==> src/rtl/doc_hw_pkg_hw.sv <==
// Shared types and constants for the DOC dual-rail health monitor.
// Imported by the channel FSM, the monitor top level and the bench.
package doc_hw_pkg_hw;

    typedef enum logic [1:0] {
        ST_INIT,
        ST_GOOD,
        ST_PEND,
        ST_FAULT
    } mon_state_t;

    typedef enum logic [1:0] {
        CAUSE_NONE    = 2'b00,
        CAUSE_DISC    = 2'b01,
        CAUSE_BAD     = 2'b10,
        CAUSE_STARTUP = 2'b11
    } fault_cause_t;

    typedef enum logic [1:0] {
        KIND_GOOD,
        KIND_BAD,
        KIND_DISC
    } sample_kind_t;

    localparam int CH_PWR  = 0;
    localparam int CH_TEMP = 1;
    localparam int CH_CRAM = 2;

    // (1,0) is healthy, (0,1) is an explicit bad report, equal rails are discrepant.
    function automatic sample_kind_t classify(input logic p, input logic n);
        if (p && !n) return KIND_GOOD;
        if (!p && n) return KIND_BAD;
        return KIND_DISC;
    endfunction

    function automatic int max3(input int a, input int b, input int c);
        int m;
        m = (a > b) ? a : b;
        return (m > c) ? m : c;
    endfunction

endpackage

==> src/rtl/doc_rail_channel.sv <==
// One monitored dual-rail pair: startup timeout, debounce/discrepancy
// run counting and a latched fault that only an explicit clear releases.
module doc_rail_channel
    import doc_hw_pkg_hw::*;
#(
    parameter int P_DISC_CYCLES    = 4,
    parameter int P_DEBOUNCE       = 8,
    parameter int P_STARTUP_CYCLES = 1024,
    parameter int P_CNT_W          = 11
) (
    input  logic         hw_clk,
    input  logic         hw_reset,
    input  sample_kind_t kind_i,
    input  logic         clear_fault_i,
    output mon_state_t   state_o,
    output logic         fault_latched_o,
    output fault_cause_t fault_cause_o
);

    localparam logic [P_CNT_W-1:0] CNT_ONE   = P_CNT_W'(1);
    localparam logic [P_CNT_W-1:0] CNT_MAX   = '1;
    localparam logic [P_CNT_W-1:0] DISC_C    = P_CNT_W'(P_DISC_CYCLES);
    localparam logic [P_CNT_W-1:0] DEB_C     = P_CNT_W'(P_DEBOUNCE);
    localparam logic [P_CNT_W-1:0] STARTUP_C = P_CNT_W'(P_STARTUP_CYCLES);

    mon_state_t          state_q, state_d;
    fault_cause_t        cause_q, cause_d;
    sample_kind_t        kind_q, kind_d;
    logic [P_CNT_W-1:0]  cnt_q, cnt_d;
    logic [P_CNT_W-1:0]  cnt_inc;
    logic [P_CNT_W-1:0]  run_len;
    logic [P_CNT_W-1:0]  thr;
    fault_cause_t        kind_cause;

    always_ff @(posedge hw_clk or posedge hw_reset) begin
        if (hw_reset) begin
            state_q <= ST_INIT;
            cause_q <= CAUSE_NONE;
            kind_q  <= KIND_GOOD;
            cnt_q   <= '0;
        end else begin
            // NOTE: non-blocking assignments keep every register sampling pre-edge values.
            state_q <= state_d;
            cause_q <= cause_d;
            kind_q  <= kind_d;
            cnt_q   <= cnt_d;
        end
    end

    always_comb begin
        // NOTE: every output of this block gets a default first, so no latch is inferred.
        state_d    = state_q;
        cause_d    = cause_q;
        kind_d     = kind_q;
        cnt_d      = cnt_q;
        cnt_inc    = (cnt_q == CNT_MAX) ? cnt_q : cnt_q + CNT_ONE;
        thr        = (kind_i == KIND_BAD) ? DEB_C : DISC_C;
        kind_cause = (kind_i == KIND_BAD) ? CAUSE_BAD : CAUSE_DISC;
        run_len    = CNT_ONE;

        unique case (state_q)
            ST_INIT: begin
                if (kind_i == KIND_GOOD) begin
                    state_d = ST_GOOD;
                    cnt_d   = '0;
                end else begin
                    cnt_d = cnt_inc;
                    if (cnt_inc == STARTUP_C) begin
                        state_d = ST_FAULT;
                        cause_d = CAUSE_STARTUP;
                    end
                end
            end
            ST_GOOD, ST_PEND: begin
                if (kind_i == KIND_GOOD) begin
                    state_d = ST_GOOD;
                    cnt_d   = '0;
                end else begin
                    // A kind change restarts the run at one, as does leaving GOOD.
                    if (state_q == ST_PEND && kind_i == kind_q) begin
                        run_len = cnt_inc;
                    end
                    kind_d = kind_i;
                    cnt_d  = run_len;
                    if (run_len == thr) begin
                        state_d = ST_FAULT;
                        cause_d = kind_cause;
                    end else begin
                        state_d = ST_PEND;
                    end
                end
            end
            ST_FAULT: begin
                if (clear_fault_i && kind_i == KIND_GOOD) begin
                    state_d = ST_GOOD;
                    cause_d = CAUSE_NONE;
                    cnt_d   = '0;
                end
            end
            default: state_d = ST_INIT;
        endcase
    end

    assign state_o         = state_q;
    assign fault_latched_o = (state_q == ST_FAULT);
    assign fault_cause_o   = cause_q;

endmodule

==> src/rtl/doc_rail_monitor.sv <==
// DOC rail monitor top: input register, per-channel FSMs and the
// registered aggregate dual-rail sys_ok pair for the safety controller.
module doc_rail_monitor
    import doc_hw_pkg_hw::*;
#(
    parameter int P_NO_MON         = 3,
    parameter int P_DISC_CYCLES    = 4,
    parameter int P_DEBOUNCE       = 8,
    parameter int P_STARTUP_CYCLES = 1024
) (
    input  logic                  hw_clk,
    input  logic                  hw_reset,
    input  logic [P_NO_MON-1:0]   mon_p,
    input  logic [P_NO_MON-1:0]   mon_n,
    input  logic                  clear_fault,
    output logic                  sys_ok_p,
    output logic                  sys_ok_n,
    output logic [P_NO_MON-1:0]   fault_latched,
    output logic [2*P_NO_MON-1:0] fault_cause
);

    localparam int CNT_W = $clog2(max3(P_STARTUP_CYCLES, P_DEBOUNCE, P_DISC_CYCLES) + 1);

    logic [P_NO_MON-1:0] r_p_q, r_n_q;
    logic                sys_ok_q, sys_ok_d;
    sample_kind_t        kind   [P_NO_MON];
    mon_state_t          ch_state [P_NO_MON];

    always_ff @(posedge hw_clk or posedge hw_reset) begin
        if (hw_reset) begin
            r_p_q    <= '0;
            r_n_q    <= '0;
            sys_ok_q <= 1'b0;
        end else begin
            r_p_q    <= mon_p;
            r_n_q    <= mon_n;
            sys_ok_q <= sys_ok_d;
        end
    end

    always_comb begin
        for (int i = 0; i < P_NO_MON; i++) begin
            kind[i] = classify(r_p_q[i], r_n_q[i]);
        end
    end

    for (genvar i = 0; i < P_NO_MON; i++) begin : g_ch
        doc_rail_channel #(
            .P_DISC_CYCLES    (P_DISC_CYCLES),
            .P_DEBOUNCE       (P_DEBOUNCE),
            .P_STARTUP_CYCLES (P_STARTUP_CYCLES),
            .P_CNT_W          (CNT_W)
        ) u_ch (
            .hw_clk          (hw_clk),
            .hw_reset        (hw_reset),
            .kind_i          (kind[i]),
            .clear_fault_i   (clear_fault),
            .state_o         (ch_state[i]),
            .fault_latched_o (fault_latched[i]),
            .fault_cause_o   (fault_cause[2*i +: 2])
        );
    end

    // PEND still counts as healthy: a short glitch must not drop sys_ok.
    always_comb begin
        sys_ok_d = 1'b1;
        for (int i = 0; i < P_NO_MON; i++) begin
            if (ch_state[i] == ST_INIT || ch_state[i] == ST_FAULT) begin
                sys_ok_d = 1'b0;
            end
        end
    end

    assign sys_ok_p = sys_ok_q;
    assign sys_ok_n = ~sys_ok_q;

endmodule

==> config.mk <==
export PLATFORM = sky130hd
export DESIGN_NAME = doc_rail_monitor
export DESIGN_NICKNAME = d
export VERILOG_FILES = /design/src/rtl/doc_hw_pkg_hw.sv /design/src/rtl/doc_rail_channel.sv /design/src/rtl/doc_rail_monitor.sv
export SDC_FILE = /design/constraint.sdc
export NUM_CORES = 1
export LEC_CHECK = 0
export CORE_ASPECT_RATIO = 1.75
export CORE_MARGIN = 4
export CORE_UTILIZATION = 45
export CTS_BUF_LIST = sky130_fd_sc_hd__clkbuf_8
export CTS_CLUSTER_DIAMETER = 200
export DETAILED_ROUTE_END_ITERATION = 7
export HOLD_SLACK_MARGIN = 0.02
export PLACE_DENSITY_LB_ADDON = 0.3
export SETUP_SLACK_MARGIN = 0.02
export SLEW_MARGIN = 15
export SYNTH_ARGS = -nofsm -noshare
export SYNTH_HDL_FRONTEND = slang
export SYNTH_SLANG_ARGS = --single-unit
export TNS_END_PERCENT = 5
==> constraint.sdc <==
create_clock -name hw_clk -period 2.5 [get_ports hw_clk]
set_input_delay 0.375 -clock hw_clk [delete_from_list [all_inputs] [get_ports hw_clk]]
set_output_delay 0.375 -clock hw_clk [all_outputs]
set_load 0.01 [all_outputs]
# After elaboration in Yosys (flattened, before gate mapping)
# Cells that the tools add are included.
# W data, S select, Z words.
totals:
  output_inout_bits: 11
  elab_cells: 190
  regBits: 58
  input_bits: 9
classes:
  eq_ne: 42
  mux: 87
  reduce_logical: 39
  bitwise: 4
  n_addsub: 3
ops:
  columns: ["cell", "n"]
  rows:
  - ["$mux W11", 21]
  - ["$pmux W11 S3", 3]
  - ["$mux W2", 39]
  - ["$eq A11 B11 Y1 const B", 6]
  - ["$pmux W2 S3", 6]
  - ["$add A11 B1 Y11 const B", 3]
  - ["$eq A11 B11 Y1", 3]
  - ["$ne A2 B2 Y1 const B", 9]
  - ["$mux W1", 15]
  - ["$reduce_and A5 Y1", 3]
  - ["$eq A2 B1 Y1 const B", 6]
  - ["$eq A2 B2 Y1 const B", 6]
  - ["$logic_and A1 B1 Y1", 12]
  - ["$logic_not A2 Y1", 6]
  - ["$mux W4", 3]
  - ["$ne A2 B1 Y1 const B", 6]
  - ["$reduce_and A2 Y1", 6]
  - ["$ne A3 B1 Y1 const B", 3]
  - ["$eq A2 B2 Y1", 3]
  - ["$logic_not A1 Y1", 6]
  - ["$reduce_or A2 Y1", 3]
  - ["$not A1 Y1", 4]
  - ["$logic_or A1 B1 Y1", 3]

# Logic depth before layout (Yosys ltp)
# Gate-level depths: netlist of run 1.
depth:
  depth_word: 15
  mapped_depth: 11

# Cells and area by module
# Synthesis of run 1 repeated with hierarchy kept, for this count alone.
unflattened:
  hier_cells: 476
  area_unflattened_um2: 4135.2
by_module_without_submodules:
  columns: ["mod", "n_inst", "cells_each", "area_each_um2", "seq_area_each_um2"]
  rows:
  - ["doc_rail_channel (g_ch[0].u_ch ...)", 2, 153, 1278.7, 425.4]
  - ["doc_rail_channel (g_ch[2].u_ch)", 1, 151, 1310.0, 425.4]
  - ["doc_rail_monitor", 1, 19, 267.8, 175.2]

# Worst setup path after synthesis of run 1
# No wires, ideal clock.
synth_path:
  kind: "reg-to-reg"
  start: "register g_ch[1].u_ch.cnt_q[1]"
  end: "register g_ch[1].u_ch.cause_q[0]"
  path_slack_ns: -0.267
  arrival_ns: 2.640
  required_ns: 2.373
  path_stages_with_launch: 10
  cell_sequence: "dfrtp_1 > ha_1 > buf_6 > nand3b_1 > mux4_2 > a2111oi_2 > nand2b_1 > a21oi_1 > a2111oi_2 > mux2_1"
synth_via:
  elab_chain_len: 8
synth_rtl:
  columns: ["element", "line_no", "source"]
  rows:
  - ["from (decl)", "doc_rail_channel.sv:29", "logic [P_CNT_W-1:0] cnt_q, cnt_d;"]
  - ["from (signal assigned)", "doc_rail_channel.sv:46", "cnt_q <= cnt_d;"]
  - ["$add A11 B1 Y11 or $eq A11 B11 Y1 (tied branches)", "doc_rail_channel.sv:56", "cnt_inc = (cnt_q == CNT_MAX) ? cnt_q : cnt_q + CNT_ONE;"]
  - ["$mux W11 (*)", "doc_rail_channel.sv:56", null]
  - ["$mux W11", "doc_rail_channel.sv:80", "if (state_q == ST_PEND && kind_i == kind_q) begin"]
  - ["$mux W11", "doc_rail_channel.sv:75", "if (kind_i == KIND_GOOD) begin"]
  - ["$mux W11", "doc_rail_channel.sv:61", "unique case (state_q)"]
  - ["$eq A11 B11 Y1", "doc_rail_channel.sv:85", "if (run_len == thr) begin"]
  - ["$ne A2 B1 Y1 (no source line)", null, null]
  - ["$reduce_and A5 Y1 (no source line) (*)", null, null]
  - ["to (signal assigned)", "doc_rail_channel.sv:44", "cause_q <= cause_d;"]
  - ["to (decl)", "doc_rail_channel.sv:27", "fault_cause_t cause_q, cause_d;"]
# Mark *: on every way between the ends. The rest lies on a longest branch, timed or not. The select of a mux whose other input is x is not followed.
# A chain may end at the register's enable or synchronous reset.

# Final worst setup path of run 1
layout_path:
  start: "register g_ch[1].u_ch.cnt_q[1]"
  end: "register g_ch[1].u_ch.cause_q[1]"
# Same word-level chain as after synthesis.

==> results of run 1 <==
==> repair_timing <==
| item | 4_1_cts | 5_1_grt |
|---|---|---|
| pin swaps | 1 | 4 |
| setup endpoints to repair | 5 | 9 |
| gates resized for setup | 3 | 18 |
| gates cloned | 0 | 0 |
| endpoints found under the hold margin | 0 | 0 |
==> cells in the mapped netlist, drive strengths merged (3+ instances only) <==
cell / number
dfrtp: 58
o21ai: 37
nand2: 34
a21oi: 32
clkbuf: 29
nor2: 27
inv: 26
ha: 21
nand3: 18
a31oi: 13
mux2: 13
nor3: 13
and3: 12
buf: 11
nand4: 11
xnor2: 10
a22o: 7
and2: 7
nor2b: 7
or3: 7
and4: 6
nand2b: 6
mux2i: 5
o31ai: 5
a21o: 4
a41oi: 4
o22a: 4
a211oi: 3
a311oi: 3
a32o: 3
a41o: 3
nand3b: 3
o2111ai: 3
==> worst max-delay path by stage <==
| stage | startpoint | to | slack [ns] | depth (start not counted) |
|---|---|---|---|---|
| global route | g_ch[1].u_ch.cnt_q[1]$_DFFE_PP0P_ | g_ch[1].u_ch.fault_cause_o[1]$_DFFE_PP0P_ | -0.19 | 8 |
| global placement | g_ch[1].u_ch.cnt_q[1]$_DFFE_PP0P_ | g_ch[1].u_ch.fault_cause_o[1]$_DFFE_PP0P_ | -0.06 | 8 |
| detailed placement | g_ch[1].u_ch.cnt_q[1]$_DFFE_PP0P_ | g_ch[1].u_ch.fault_cause_o[1]$_DFFE_PP0P_ | -0.16 | 8 |
| floorplan | g_ch[1].u_ch.cnt_q[1]$_DFFE_PP0P_ | g_ch[1].u_ch.fault_cause_o[0]$_DFFE_PP0P_ | -0.12 | 9 |
| CTS | g_ch[1].u_ch.cnt_q[1]$_DFFE_PP0P_ | g_ch[1].u_ch.fault_cause_o[0]$_DFFE_PP0P_ | -0.17 | 8 |
| finish | g_ch[1].u_ch.cnt_q[1]$_DFFE_PP0P_ | g_ch[1].u_ch.fault_cause_o[1]$_DFFE_PP0P_ | -0.09 | 8 |
==> where the power goes <==
part           total (mW)  internal [mW]  switching (mW)  leakage, nW
registers            1.29           1.15           0.141        0.743
logic                2.59           1.16            1.42         1.19
clock network       0.881          0.502           0.379        0.113
==> per-layer routing <==
layer | vias up | share of wire | wire length, um | GRT usage
li1 | 1806 | - | - | -
met1 | 1857 | 0.39 | 4140 | 0.223
met2 | 92 | 0.55 | 5770 | 0.364
met3 | 20 | 0.032 | 339 | 0.0423
met4 | 0 | 0.023 | 245 | 0.0789
met5 | - | 0 | 0 | 0
==> layout by cell type, fill, tap and decap left out, types with 3 or more instances in the layout <==
cell / instances
clkdlybuf4s50_1: 19
a21o_1: 4
or3_1: 7
o22a_1: 4
o21ai_1: 17
buf_4: 34
mux2i_1: 5
mux2_2: 5
xnor2_1: 10
dfrtp_1: 55
a31oi_1: 12
nand3_1: 16
ha_1: 19
o21ai_0: 20
nor2b_1: 7
o2111ai_1: 3
a311oi_1: 3
dfrtp_2: 3
and4_1: 6
a41oi_1: 4
mux2_1: 7
nand2_1: 34
nand4_1: 11
a21oi_1: 30
a41o_1: 3
and3_1: 11
inv_1: 27
nor3_1: 12
nand3b_1: 3
and2_1: 7
o31ai_1: 5
a22o_1: 7
nand2b_1: 6
a32o_1: 3
nor2_1: 26
clkbuf_8: 11
==> sequential cells by signal, summed over array words and instances (netlist names) <==
register,count
g_ch.u_ch.cnt_q,33
g_ch.u_ch.fault_cause_o,6
g_ch.u_ch.kind_q,6
g_ch.u_ch.state_o,6
r_n_q,3
r_p_q,3
sys_ok_p,1
==> stage by stage <==
step / setup slack [ns] / utilization / cells / hold WS, ns / total power [mW]
CTS: -0.168 / 0.541 / 623 / 0.291 / 4.65
global placement: -0.0587 / 0.516 / 607 / 0.475 / 3.66
global route: -0.186 / 0.550 / 623 / 0.294 / 5.09
floorplan: -0.117 / - / 476 / 0.406 / 3.03
finish: -0.0915 / 0.550 / 623 / 0.290 / 4.76
detailed placement: -0.165 / 0.516 / 607 / 0.475 / 3.74
==> cells by family (layout without fill, tap and decap cells) <==
family                   Yosys count  after routing  share of synthesized area
flip-flops                        58             58                      0.354
buffers and inverters             66             96                     0.0686
adder cells (fa/ha/maj)           21             21                     0.0641
XOR/XNOR                          11             11                     0.0235
multiplexers                      19             19                     0.0534
AO/OA/AOI/OAI                    144            144                      0.237
AND/OR/NAND/NOR                  157            157                      0.200
==> area by class of cell <==
| class | count | area share |
|---|---|---|
| tap | 117 | 0.0303 |
| sequential | 58 | 0.301 |
| timing repair buffer | 54 | 0.0963 |
| clock buffer | 11 | 0.0313 |
| inverter | 26 | 0.0202 |
| multi-input combinational | 352 | 0.511 |
| clock inverter | 5 | 0.00958 |
==> results.sh, run 1 <==
export IMPL_outcome="finished with violations"
export IMPL_violations="setup timing"
export IMPL_r2r_cells=8
export IMPL_dp_hpwl_mm=7.62
export IMPL_synth_distinct_cells=62
export IMPL_grt_pass1_vias=3674
export IMPL_drt_iter0_markers=209
export IMPL_drv_slew=0
export IMPL_die_w_um=80.2
export IMPL_powerDensity_mw_per_mm2=985
export IMPL_drive_gt1_frac=0.154
export IMPL_ioPinCount=20
export IMPL_core_area_mm2=0.00878
export IMPL_port_buffers=19
export IMPL_maxSlewHeadroom=0.686
export IMPL_reg2reg_to="g_ch[1].u_ch.fault_cause_o[1]$_DFFE_PP0P_"
export IMPL_seq_area_frac_synth=0.354
export IMPL_synth_top_area_frac=0.354
export IMPL_max_stage_delay_ns=0.52
export IMPL_setup_viol=3
export IMPL_r2r_setup_slack_ns=-0.09
export IMPL_drv_cap=0
export IMPL_register_area_mm2=0.00146
export IMPL_crit_buf_inv=1
export IMPL_final_hold_viol_count=0
export IMPL_holdBufCountCts=0
export IMPL_viasPerCell=6.06
export IMPL_rows=45
export IMPL_worstReg2RegStart="g_ch[1].u_ch.cnt_q[1]$_DFFE_PP0P_"
export IMPL_grtUsageTotal=0.201
export IMPL_cts_max_level=3
export IMPL_skew_ns=0.00903
export IMPL_yosys_area_top_type="dfrtp_1"
export IMPL_critical_path_cell_chain="buf_4 > a21bo_2 > mux4_2 > a2111oi_4 > nand2b_1 > a21oi_2 > a2111oi_4 > mux2_1"
export IMPL_design_area_mm2=0.00483
export IMPL_area_growth_pct=17.8
export IMPL_synth_fp_nets=506
export IMPL_grt_pass1_wl_mm=17.1
export IMPL_end_kind="register"
export IMPL_syn_inst=476
export IMPL_final_setup_worst_slack_ns=-0.0915
export IMPL_worst_slew_pin_slew_ns=0.467
export IMPL_routed_wirelength_mm=10.5
export IMPL_critical_path_top_delay_family="multiplexers"
export IMPL_synth_area_mm2=0.00410
export IMPL_critPathRequiredTime_ns=2.74
export IMPL_min_period_ns=2.59
export IMPL_drtPass1Iterations=5
export IMPL_ant_nets=0
export IMPL_via_count=3775
export IMPL_nFillCells=806
export IMPL_grt_max_degree=48
export IMPL_ctsRootBufferMaster="clkbuf_8"
export IMPL_multi_input_area_mm2=0.00247
export IMPL_worstSkewPairLatency_ns=0.35
export IMPL_critical_path_arrival_ns=2.83
export IMPL_ys_ff_latch=58
export IMPL_synth_warnings=0
export IMPL_die_y_um=134
export IMPL_clkSinkCount=58
export IMPL_cp_common_cell="a2111oi_4"
export IMPL_ys_async_sr_fraction=1.00
export IMPL_diodes=0
export IMPL_synth_area_leaders="dfrtp_1 35%, ha_1 6.4%, a21oi_1 3.9%"
export IMPL_initial_core_util=0.467
export IMPL_die_area_mm2=0.0108
export IMPL_p_leak_nw=2.05
export IMPL_nets=531
export IMPL_route_detailed_drc=0
export IMPL_wl_per_cell_um=16.8
export IMPL_ir_drop_mv=0.411
export IMPL_cts_buffer_depth=2
export IMPL_rsz0062_at_grt="true"
export IMPL_fin_setup_tns_ns=-0.186
export IMPL_max_freq_mhz=386
export IMPL_cts_made_buffers=9
export IMPL_worstPathMaxFanout=7
export IMPL_synth_avg_cell_area_um2=8.62
export IMPL_antenna_found_initial=0
export IMPL_path_clk_slew_ns=0.07
export IMPL_grt_ovfl_total=0
export IMPL_synth_edf_count=0
export IMPL_cp_slowest_cell="mux4_2"
export IMPL_place_area_mm2=0.00453
export IMPL_worstSetupStartpointType="register"
export IMPL_synth_flop_cell="dfrtp_1"
export IMPL_crit_type="register to register"
export IMPL_fin_crit_sh=1.04
export IMPL_post_cts_buffers=0
export IMPL_cts_tree="yes"
export IMPL_hp_class="input port to async pin"
export IMPL_gp_congestion=0.923
No activity file was read; power rests on OpenSTA's default activity.
==> run 2: changes to the inputs <==
--- a/config.mk
+++ b/config.mk
@@ -7,7 +7,7 @@
 export LEC_CHECK = 0
 export CORE_ASPECT_RATIO = 1.75
 export CORE_MARGIN = 4
-export CORE_UTILIZATION = 45
+export CORE_UTILIZATION = 57
 export CTS_BUF_LIST = sky130_fd_sc_hd__clkbuf_8
 export CTS_CLUSTER_DIAMETER = 200
 export DETAILED_ROUTE_END_ITERATION = 7
==> results.sh, run 2 (same netlist as run 1, synthesis figures left out) <==
export IMPL_outcome="finished with violations"
export IMPL_violations="setup timing"
export IMPL_hp_class="input port to async pin"
export IMPL_p_total_mw=4.71
export IMPL_initial_core_util=0.590
export IMPL_setup_viol=3
export IMPL_stdcell_count=583
export IMPL_route_detailed_drc=0
export IMPL_switching_share=0.413
export IMPL_port_buffers=19
export IMPL_met3_length_um=471
export IMPL_p_sw_mw=1.95
export IMPL_grt_pass1_wl_mm=17.1
export IMPL_hold_ws_ns=0.348
export IMPL_min_period_ns=2.58
export IMPL_diodes=0
export IMPL_path_clk_slew_ns=0.07
export IMPL_design_area_mm2=0.00474
export IMPL_drtPass1Iterations=5
export IMPL_cts_tree="yes"
export IMPL_crit_buf_inv=0
export IMPL_ir_drop_mv=0.879
export IMPL_pwr_share_clk=0.179
export IMPL_cp_slowest_cell="mux4_2"
export IMPL_end_kind="register"
export IMPL_final_hold_viol_count=0
export IMPL_routed_wirelength_mm=10.2
export IMPL_nets=526
export IMPL_powerDensity_mw_per_mm2=993
export IMPL_max_freq_mhz=387
export IMPL_grt_pass1_vias=3750
export IMPL_core_area_mm2=0.00696
export IMPL_antenna_found_initial=0
export IMPL_die_w_um=72.1
export IMPL_die_area_mm2=0.00867
export IMPL_crit_type="register to register"
export IMPL_max_stage_delay_ns=0.49
export IMPL_fin_setup_tns_ns=-0.230
export IMPL_cts_made_buffers=9
export IMPL_grt_max_degree=42
export IMPL_holdBufCountCts=0
export IMPL_critPathRequiredTime_ns=2.73
export IMPL_cts_buffer_depth=2
export IMPL_p_leak_nw=2.00
export IMPL_cts_max_level=3
export IMPL_gp_congestion=0.974
export IMPL_grt_ovfl_total=0
export IMPL_critical_path_arrival_ns=2.81
export IMPL_nFillCells=561
export IMPL_skew_ns=0.00732
export IMPL_final_setup_worst_slack_ns=-0.0821
export IMPL_cp_common_cell="a2111oi_4"
export IMPL_wl_per_cell_um=17.4
export IMPL_drt_iter0_markers=364
export IMPL_highest_layer="met4"
export IMPL_die_y_um=120
export IMPL_dp_cells=568
export IMPL_rsz0062_at_grt="true"
export IMPL_worstSetupStartpointType="register"
export IMPL_fin_crit_sh=1.03
export IMPL_drv_slew=0
export IMPL_worstSkewPairLatency_ns=0.35
export IMPL_ant_nets=0
export IMPL_register_area_mm2=0.00145
export IMPL_critical_path_cell_chain="ha_4 > a21bo_2 > mux4_2 > a2111oi_4 > nand2b_1 > a21oi_1 > a2111oi_4 > mux2_1"
export IMPL_ctsRootBufferMaster="clkbuf_8"
export IMPL_drive_gt1_frac=0.148
export IMPL_worst_slew_pin_slew_ns=0.675
export IMPL_largest_reg_flops=33
export IMPL_drt_met1_wl_mm=3.70
export IMPL_wl_met2_mm=5.61
export IMPL_multi_input_area_mm2=0.00248
export IMPL_area_growth_pct=15.7
export IMPL_via_count=3834
export IMPL_worstPathMaxFanout=6
export IMPL_ioPinCount=20
export IMPL_pwr_share_comb=0.548
export IMPL_clkSinkCount=58
export IMPL_internal_power_mw=2.77
export IMPL_viasPerCell=6.58
export IMPL_final_common_cell="dfrtp_1"
export IMPL_startpoint="g_ch[1].u_ch.cnt_q[1]$_DFFE_PP0P_"
export IMPL_drv_cap=0
export IMPL_grtUsageTotal=0.248
export IMPL_worstReg2RegStart="g_ch[1].u_ch.cnt_q[1]$_DFFE_PP0P_"
export IMPL_pwr_share_seq=0.273
export IMPL_place_area_mm2=0.00445
export IMPL_final_cell_mix="56 x dfrtp_1, 34 x nand2_1, 32 x a21oi_1, 29 x buf_4, 25 x nor2_1"
export IMPL_rows=40
export IMPL_dp_hpwl_mm=7.28
export IMPL_critical_path_top_delay_family="compound AO/OA/AOI/OAI gates"
export IMPL_maxSlewHeadroom=0.548
export IMPL_top_register="g_ch.u_ch.cnt_q"
==> run 2: per-layer routing <==
layer / track usage / vias up
met1: 0.255 / 1838
met5: 0 / -
met2: 0.449 / 156
met3: 0.0516 / 47
li1: - / 1793
met4: 0.139 / 0
==> run 2: power groups by stage <==
stage	sequential, mW	combinational [mW]	clock (mW)
2_1_floorplan	1.32	1.71	0
3_3_place_gp	1.28	2.38	0
3_5_place_dp	1.30	2.45	0
4_1_cts	1.28	2.49	0.858
5_1_grt	1.31	2.85	0.904
6_report	1.28	2.58	0.845
==> run 2: path summary, 6_finish.rpt <==
kind / endpoint / slack, ns / depth (start not counted)
min in group hw_clk: r_p_q[2]$_DFF_PP0_ / 0.46 / 1
max in group asynchronous: g_ch[0].u_ch.cnt_q[3]$_DFFE_PP0P_ / 1.58 / 3
setup / recovery: g_ch[1].u_ch.fault_cause_o[0]$_DFFE_PP0P_ / -0.08 / 8
hold / removal: g_ch[2].u_ch.cnt_q[6]$_DFFE_PP0P_ / 0.35 / 2
setup reg to reg: g_ch[1].u_ch.fault_cause_o[0]$_DFFE_PP0P_ / -0.08 / 8
hold reg to reg: g_ch[0].u_ch.fault_cause_o[0]$_DFFE_PP0P_ / 0.49 / 1
==> run 2: what timing repair did <==
action | CTS | global route
buffers inserted | 0 | 1
endpoints found under the setup margin | 5 | 16
pin swaps | 0 | 5
gates resized for setup | 4 | 17
cloned | 0 | 0
==> run 2: area by class of cell <==
class	instances	share of cell area
well taps	84	0.0222
clock inverters	5	0.0121
repair buffers	49	0.0902
inverters	26	0.0206
clock buffers	9	0.0261
multi-input cells	352	0.522
flip-flops and latches	58	0.306
==> run 2: through the flow <==
step,utilization,worst slack (ns)
2_1_floorplan,-,-0.117
3_3_place_gp,0.639,-0.122
3_5_place_dp,0.639,-0.237
4_1_cts,0.669,-0.178
5_1_grt,0.682,-0.269
6_report,0.682,-0.0821
==> run 3: changes to the inputs <==
--- a/config.mk
+++ b/config.mk
@@ -9,7 +9,7 @@
 export CORE_MARGIN = 4
 export CORE_UTILIZATION = 57
 export CTS_BUF_LIST = sky130_fd_sc_hd__clkbuf_8
-export CTS_CLUSTER_DIAMETER = 200
+export CTS_CLUSTER_DIAMETER = 30
 export DETAILED_ROUTE_END_ITERATION = 7
 export HOLD_SLACK_MARGIN = 0.02
 export PLACE_DENSITY_LB_ADDON = 0.3
==> results of run 3 <==
No change in the layout: final DEF, timing and power equal those of run 2.
